<file path="src/rtl/ajc_arith_arbiter_v_pkg.sv">
// Shared definitions for the two-requester arithmetic arbiter:
// function codes, FSM states and the operand bundle.
package ajc_arith_defs_v;

  typedef enum logic [1:0] {
    FN_ADD  = 2'b00,
    FN_SUB  = 2'b01,
    FN_ADDK = 2'b10,
    FN_SUBK = 2'b11
  } func_e;

  typedef enum logic [1:0] {
    ST_IDLE = 2'b00,
    ST_EXEC = 2'b01,
    ST_RESP = 2'b10
  } state_e;

  typedef struct packed {
    func_e      func;
    logic [7:0] x;
    logic [7:0] y;
    logic [1:0] k;
  } op_t;

  typedef struct packed {
    logic c;
    logic n;
    logic v;
    logic z;
  } flags_t;

  function automatic logic [7:0] zext_k(input logic [1:0] k);
    return {6'b0, k};
  endfunction

endpackage

</file>
<file path="src/rtl/ajc_8bit_arith_unit_v.sv">
// Shared 8-bit add/subtract datapath with {C,N,V,Z} flags.
// Subtract is x + ~b + 1, so C reads as "no borrow".
module ajc_8bit_arith_unit_v
  import ajc_arith_defs_v::*;
(
  input  op_t        op,
  output logic [7:0] result,
  output flags_t     flags
);

  logic [7:0] opnd;
  logic       sub;
  logic [7:0] opnd_x;
  logic [8:0] sum;
  logic       ovf;

  always_comb begin
    opnd = op.y;
    sub  = 1'b0;
    unique case (op.func)
      FN_ADD: begin
        opnd = op.y;
        sub  = 1'b0;
      end
      FN_SUB: begin
        opnd = op.y;
        sub  = 1'b1;
      end
      FN_ADDK: begin
        opnd = zext_k(op.k);
        sub  = 1'b0;
      end
      FN_SUBK: begin
        opnd = zext_k(op.k);
        sub  = 1'b1;
      end
      default: begin
        opnd = op.y;
        sub  = 1'b0;
      end
    endcase
  end

  assign opnd_x = sub ? ~opnd : opnd;
  assign sum    = {1'b0, op.x} + {1'b0, opnd_x} + {8'b0, sub};
  assign result = sum[7:0];

  // Overflow: operands agree in sign, result does not.
  assign ovf = (op.x[7] == opnd_x[7]) && (sum[7] != op.x[7]);

  assign flags = {sum[8], sum[7], ovf, (sum[7:0] == 8'h00)};

endmodule

</file>
<file path="src/rtl/ajc_arith_arbiter_v.sv">
// Two-requester arbiter in front of one shared arithmetic unit.
// IDLE -> EXEC (grant) -> RESP (valid) -> IDLE, one op per 3 cycles.
module ajc_arith_arbiter_v
  import ajc_arith_defs_v::*;
#(
  parameter bit FIXED_PRIO = 1'b0
) (
  input  logic       Clock,
  input  logic       Reset,
  input  logic       Req_A,
  input  logic       Req_B,
  input  logic [1:0] Func_A,
  input  logic [1:0] Func_B,
  input  logic [7:0] X_A,
  input  logic [7:0] X_B,
  input  logic [7:0] Y_A,
  input  logic [7:0] Y_B,
  input  logic [1:0] K_A,
  input  logic [1:0] K_B,
  output logic       Grant_A,
  output logic       Grant_B,
  output logic       Valid_A,
  output logic       Valid_B,
  output logic [7:0] Result,
  output logic [3:0] CNVZ,
  output logic       Busy
);

  state_e     state_q;
  state_e     state_d;
  op_t        op_q;
  op_t        win_op;
  logic       win_b;
  logic       owner_b_q;
  logic       last_b_q;
  logic       take;
  logic       capture;
  logic [7:0] result_q;
  flags_t     cnvz_q;
  logic [7:0] alu_res;
  flags_t     alu_flags;

  // Tie goes to the side not granted last, unless A is pinned.
  always_comb begin
    win_b = 1'b0;
    unique case (1'b1)
      (Req_A && Req_B):  win_b = !FIXED_PRIO && !last_b_q;
      (!Req_A && Req_B): win_b = 1'b1;
      default:           win_b = 1'b0;
    endcase
  end

  always_comb begin
    win_op.func = func_e'(Func_A);
    win_op.x    = X_A;
    win_op.y    = Y_A;
    win_op.k    = K_A;
    if (win_b) begin
      win_op.func = func_e'(Func_B);
      win_op.x    = X_B;
      win_op.y    = Y_B;
      win_op.k    = K_B;
    end
  end

  always_ff @(posedge Clock) begin
    if (Reset) state_q <= ST_IDLE;
    else       state_q <= state_d;
  end

  always_comb begin
    state_d = state_q;
    take    = 1'b0;
    capture = 1'b0;
    Grant_A = 1'b0;
    Grant_B = 1'b0;
    Valid_A = 1'b0;
    Valid_B = 1'b0;
    unique case (state_q)
      ST_IDLE: begin
        if (Req_A || Req_B) begin
          take    = 1'b1;
          state_d = ST_EXEC;
        end
      end
      ST_EXEC: begin
        Grant_A = !owner_b_q;
        Grant_B = owner_b_q;
        capture = 1'b1;
        state_d = ST_RESP;
      end
      ST_RESP: begin
        Valid_A = !owner_b_q;
        Valid_B = owner_b_q;
        state_d = ST_IDLE;
      end
      default: state_d = ST_IDLE;
    endcase
  end

  always_ff @(posedge Clock) begin
    if (Reset) begin
      op_q      <= '0;
      owner_b_q <= 1'b0;
      last_b_q  <= 1'b1;
      result_q  <= 8'h00;
      cnvz_q    <= '0;
    end else begin
      if (take) begin
        op_q      <= win_op;
        owner_b_q <= win_b;
        last_b_q  <= win_b;
      end
      if (capture) begin
        result_q <= alu_res;
        cnvz_q   <= alu_flags;
      end
    end
  end

  ajc_8bit_arith_unit_v u_alu (
    .op     (op_q),
    .result (alu_res),
    .flags  (alu_flags)
  );

  assign Result = result_q;
  assign CNVZ   = cnvz_q;
  assign Busy   = (state_q != ST_IDLE);

endmodule

</file>
<file path="config.mk">
export PLATFORM = sky130hd
export DESIGN_NAME = ajc_arith_arbiter_v
export DESIGN_NICKNAME = d
export VERILOG_FILES = /design/src/rtl/ajc_arith_arbiter_v_pkg.sv /design/src/rtl/ajc_8bit_arith_unit_v.sv /design/src/rtl/ajc_arith_arbiter_v.sv
export SDC_FILE = /design/constraint.sdc
export NUM_CORES = 1
export LEC_CHECK = 0
export BUFFER_PORTS_ARGS = -buffer_cell sky130_fd_sc_hd__buf_2
export CAP_MARGIN = 20
export CORE_MARGIN = 3
export CORE_UTILIZATION = 40
export CTS_CLUSTER_DIAMETER = 40
export DETAILED_ROUTE_END_ITERATION = 7
export PLACE_DENSITY = 0.72
export SLEW_MARGIN = 10
export SYNTH_ARGS = -nofsm -noshare
export SYNTH_HDL_FRONTEND = slang
export SYNTH_SLANG_ARGS = --single-unit
</file>
<file path="constraint.sdc">
create_clock -name Clock -period 6.4 [get_ports Clock]
set_clock_uncertainty 0.2 [all_clocks]
set_input_delay 0 -clock Clock [delete_from_list [all_inputs] [get_ports Clock]]
set_output_delay 0 -clock Clock [all_outputs]
set_load 0.01 [all_outputs]
</file>
* Word level (Yosys, flattened, before mapping)
Index checks and enable logic that the tools add are counted.
** Cells by class
- Add/subtract/negate cells :: 2
- Equality and inequality tests :: 8
- Multiplexer cells :: 14
- Bitwise gates (word level) :: 1
- Reduce and logical (&&, ||, !) cells :: 15
** Operators by type and width (number)
- 2-to-1 mux 20 bit :: 1
- one-hot mux 8 bit (2 select lines) :: 1
- adder 8 x 8 -> 9 bit :: 1
- adder 9 x 1 -> 9 bit :: 1
- zero test 8 bit :: 1
- 2-to-1 mux 8 bit :: 1
- NOT 8 bit :: 1
- OR reduction 2 bit :: 4
- 2-to-1 mux 1 bit :: 7
- equality test 2 bit (second input constant) :: 3
- equality test 2 x 1 -> 1 bit (second input constant) :: 2
- zero test 2 bit :: 2
- one-hot mux 1 bit (2 select lines) :: 2
- one-hot mux 2 bit (2 select lines) :: 1
- logical AND 1 bit :: 3
- zero test 1 bit :: 3
- 2-to-1 mux 2 bit :: 1
- inequality test 2 bit (second input constant) :: 1
- nonzero test 2 bit :: 1
- equality test 1 bit :: 1
- logical OR 1 bit :: 1
- inequality test 1 bit :: 1
** Word-level totals
- Bits in registers :: 36
- Word-level logic and storage cells :: 52

* Depth between registers and ports, before layout
- Word-level depth :: 9
- Gate-level depth with buffers :: 11
- Depth with buffers taken out :: 10

* Cells and area by module
A second synthesis with hierarchy kept.
** Unflattened totals
- Cells, all modules :: 264
- Area total of the unflattened synthesis :: 2144.6 um^2
** By module, submodules not included
- ajc_arith_arbiter_v :: instances 1, cells an instance 188, area an instance 1530.2 um^2, sequential area each 720.7 um^2
- ajc_8bit_arith_unit_v :: instances 1, cells an instance 76, area an instance 614.3 um^2, sequential area each 0.0 um^2

* Least setup slack after synthesis
No wires, ideal clock.
- Path type :: flip-flop to flip-flop
- Start point :: register op_q[19] (netlist bit)
- End point :: register cnvz_q, in the netlist CNVZ[0]
- Library setup time :: 96 ps
- Arrival :: 2318 ps
- Required time :: 6104 ps
- Setup slack :: 3786 ps
- Stages on the path, launching flop included :: 11
- Buffers on the path :: 1
- Path through :: dfxtp_1 -> buf_6 -> mux2i_1 -> xnor2_1 -> inv_1 -> fa_1 -> nor2b_1 -> o31ai_1 -> xnor2_1 -> or4_1 -> o41ai_2
** On the way
- Word-level cells in the longest chain between the ends :: 8
** RTL lines
- start: declaration :: line ajc_arith_arbiter_v.sv:31 : op_t op_q;
- start signal: assignment :: line ajc_arith_arbiter_v.sv:110 : op_q <= win_op;
- equality test 2 bit (tied with other cells) :: line ajc_8bit_arith_unit_v.sv:20 : unique case (op.func)
- OR reduction 2 bit (no line)
- one-hot mux 8 bit (2 select lines) :: line ajc_8bit_arith_unit_v.sv:20
- NOT 8 bit :: line ajc_8bit_arith_unit_v.sv:44 : assign opnd_x = sub ? ~opnd : opnd;
- 2-to-1 mux 8 bit :: line ajc_8bit_arith_unit_v.sv:44
- adder 8 x 8 -> 9 bit :: line ajc_8bit_arith_unit_v.sv:45 : assign sum = {1'b0, op.x} + {1'b0, opnd_x} + {8'b0, sub};
- adder 9 x 1 -> 9 bit (*) :: line ajc_8bit_arith_unit_v.sv:45
- zero test 8 bit (*) :: line ajc_8bit_arith_unit_v.sv:51 : assign flags = {sum[8], sum[7], ovf, (sum[7:0] == 8'h00)};
- end signal: assignment :: line ajc_arith_arbiter_v.sv:116 : cnvz_q <= alu_flags;
- end: declaration :: line ajc_arith_arbiter_v.sv:39 : flags_t cnvz_q;
Every way passes the cells marked *; elsewhere a longest branch is shown, timed or not.
A chain may end at the register's enable or synchronous reset.

* Worst setup path in the final report
Same ends and word-level chain as after synthesis.

==> metrics <==
WL final=approximately 4600 um; ANT nets after route=0; Final period util=44.9%; crit path from=op_q[19]; Worst Max-Slew Pin Slew=0.672 ns; TritonCTS clock tree=done; Ports=61; Filler Cell Count=around 390; largest net degree at the start of global routing=between 40 and 50; Slew HR=55.1%; drt pass-1 iters=4; IR drop worst, VDD=between 0.1 and 0.15 mV; Core Area=between 0.004 and 0.005 mm^2; GRT met3 Usage=under 10%; setup TNS=0 ns; global-route wire length before repair=about 7700 um; Residual DRC=0; Mapped Cells=220; worst skew pair latency=around 0.28 ns; Global Route met2 Usage=between 30% and 40%; worst hold start=Reset; port bufs=60; endpoints failing setup=0; crit path DAT=2.86 ns; depth of the CTS H-tree=2; Sink Count=35; Data required, critical path=between 6 and 7 ns; outcome=finished clean; Min Hold Slack=0.00734 ns; gr usage total=17.6%; Via Count=about 1,900; Static Leak=between 1 and 1.5 nW; ANT cells=0; initial antenna violation count=0; Max Transition Viols Final=0; DRT iter0 DRCs=between 60 and 70; Setup Fix Bufs, Post-CTS=0; Synth area leader=dfxtp_1; Fmax=348 MHz; flops & latches, synth=35; CP Class=flop to flop; Std-Cell Rows=24; endpoints failing hold=0; clock-pin transition on the worst setup and hold timing paths=about 0.07 ns; post-route insts no fill=371; RSZ-0062 raised after global routing=no; Post-Syn Nets=roughly 270; die height=75.5 um; WL per Instance=roughly 12 um; post_cts resized=0; Die X=approximately 75 um; Final Wtd Congestion=between 0.7 and 0.8; reg2reg start=op_q[19]; hpwl dp=3010 um; CTS Buf Count=5; Seq/Total Area, Yosys=roughly 36%; Distinct cells, synth=39; GR Overflow Total=0; Hold Path Class=input pin to flop; Nets=370; Synth Cell Area=0.00193 mm^2; vias per cell=between 4 and 5; largest fanout on the critical path=9; warnings from Yosys=0; Tmin final=around 2.9 ns; grt met1 use=20.4%; Area growth syn-to-layout=44.4%; pwr/cell area=239 mW/mm^2; Placed Cells=roughly 320; Root Buffer=clkbuf_8; layout cell share with drive strength beyond 1=23.8%; vias in the first global route=approximately 1,700; CTS Buffer Depth=2; most used routing layer=met2; crit end category=flop; die area=approximately 0.0057 mm^2; Max Cap Violations=0; Initial Utilization=42.9%; most frequent cells in the layout=60 x buf_2, 44 x dlygate4sd3_1, 35 x dfxtp_1; Yosys top cell area share=~36%; syn avg cell area=8.78 um^2; largest cells by area after synthesis=dfxtp_1 36%, mux2i_1 12%, a211oi_1 8.9%, nor2_1 6.6%, xnor2_1 5.4%; most common cell after layout, fill and taps aside=buf_2; type of origin of the critical path=flop
-- critical path, stage by stage (launching register included) --
cell and delay [ns]:
dfxtp_1 0.53, mux2i_1 0.26, xnor2_1 0.16, inv_1 0.09
fa_1 0.44, nor2b_1 0.16, o31ai_1 0.09, xnor2_1 0.15
or4_1 0.52, o41ai_2 0.19
-- logic make-up after synthesis --
group / after synthesis / share of synthesized area [%]
AND/OR/NAND/NOR: 72 / 17.2
AO/OA/AOI/OAI: 49 / 17.4
flip-flops: 35 / 36.3
multiplexers: 24 / 13.1
buffers and inverters: 18 / 4.14
XOR/XNOR: 14 / 6.35
adder cells (fa/ha/maj): 8 / 5.57
-- path summary, 6_finish.rpt --
kind,to,slack (ns),depth (start not counted)
worst max-delay path,CNVZ[0],3.53,9
worst max register to register,CNVZ[0],3.53,9
worst min-delay path,owner_b_q,0.007,2
worst min register to register,Result[6],0.25,2
-- what timing repair did --
item | 4_1_cts | 5_1_grt
hold buffers | 44 | 0
endpoints found under the hold margin | 23 | 0
endpoints found under the setup margin | 0 | 0
-- cell type report --
cell class / instances / area (um^2) / area share, %
repair buffers: 106 / 756 / 27.1
multi-input cells: 167 / 1160 / 41.5
well taps: 52 / 65.1 / 2.33
flip-flops and latches: 35 / 701 / 25.1
inverters: 3 / 11.3 / 0.404
clock buffers: 8 / 100 / 3.59
-- metal layers --
layer	vias up	share of wire, %
li1	972	-
met1	835	43
met2	42	52
met3	5	4.3
met4	0	1.0
met5	-	0
-- per-stage QoR --
stage | utilization (%) | cell area (um^2) | power (mW) | setup slack (ns)
floorplan | - | 1930 | 0.419 | 3.79
global placement | 49.9 | 2250 | 0.463 | 3.62
detailed placement | 49.9 | 2250 | 0.469 | 3.51
CTS | 61.9 | 2790 | 0.669 | 3.51
global route | 61.9 | 2790 | 0.713 | 3.26
finish | 61.9 | 2790 | 0.666 | 3.53
-- state kept, by name, indices dropped and copies added (netlist names) --
| name | flops |
|---|---|
| op_q | 20 |
| Result | 8 |
| CNVZ | 3 |
| state_q | 2 |
| last_b_q | 1 |
| owner_b_q | 1 |
-- power breakdown --
part	leakage, nW	internal, mW	total [mW]	switching, mW
Clock	0.0515	0.0982	0.173	0.0752
Sequential	0.289	0.242	0.263	0.0203
Combinational	0.884	0.117	0.230	0.113
-- synthesized netlist by cell type (all sizes together) --
master,count
ha,7
o21a,1
and2,1
and3b,1
mux2i,24
o211ai,1
nand3b,1
o22ai,1
or3,1
o41ai,1
a31oi,1
nor3b,1
nor3,2
xnor2,12
a22oi,1
a21boi,1
inv,3
o21ai,3
o311ai,1
buf,3
dfxtp,35
o2bb2ai,1
or4,1
a211oi,23
nor2b,3
xor2,2
a21oi,13
fa,1
nand3,4
or2,2
clkbuf,12
nand2b,7
nor2,34
o31ai,1
nand2,14
(Power assumes the default switching activity.)
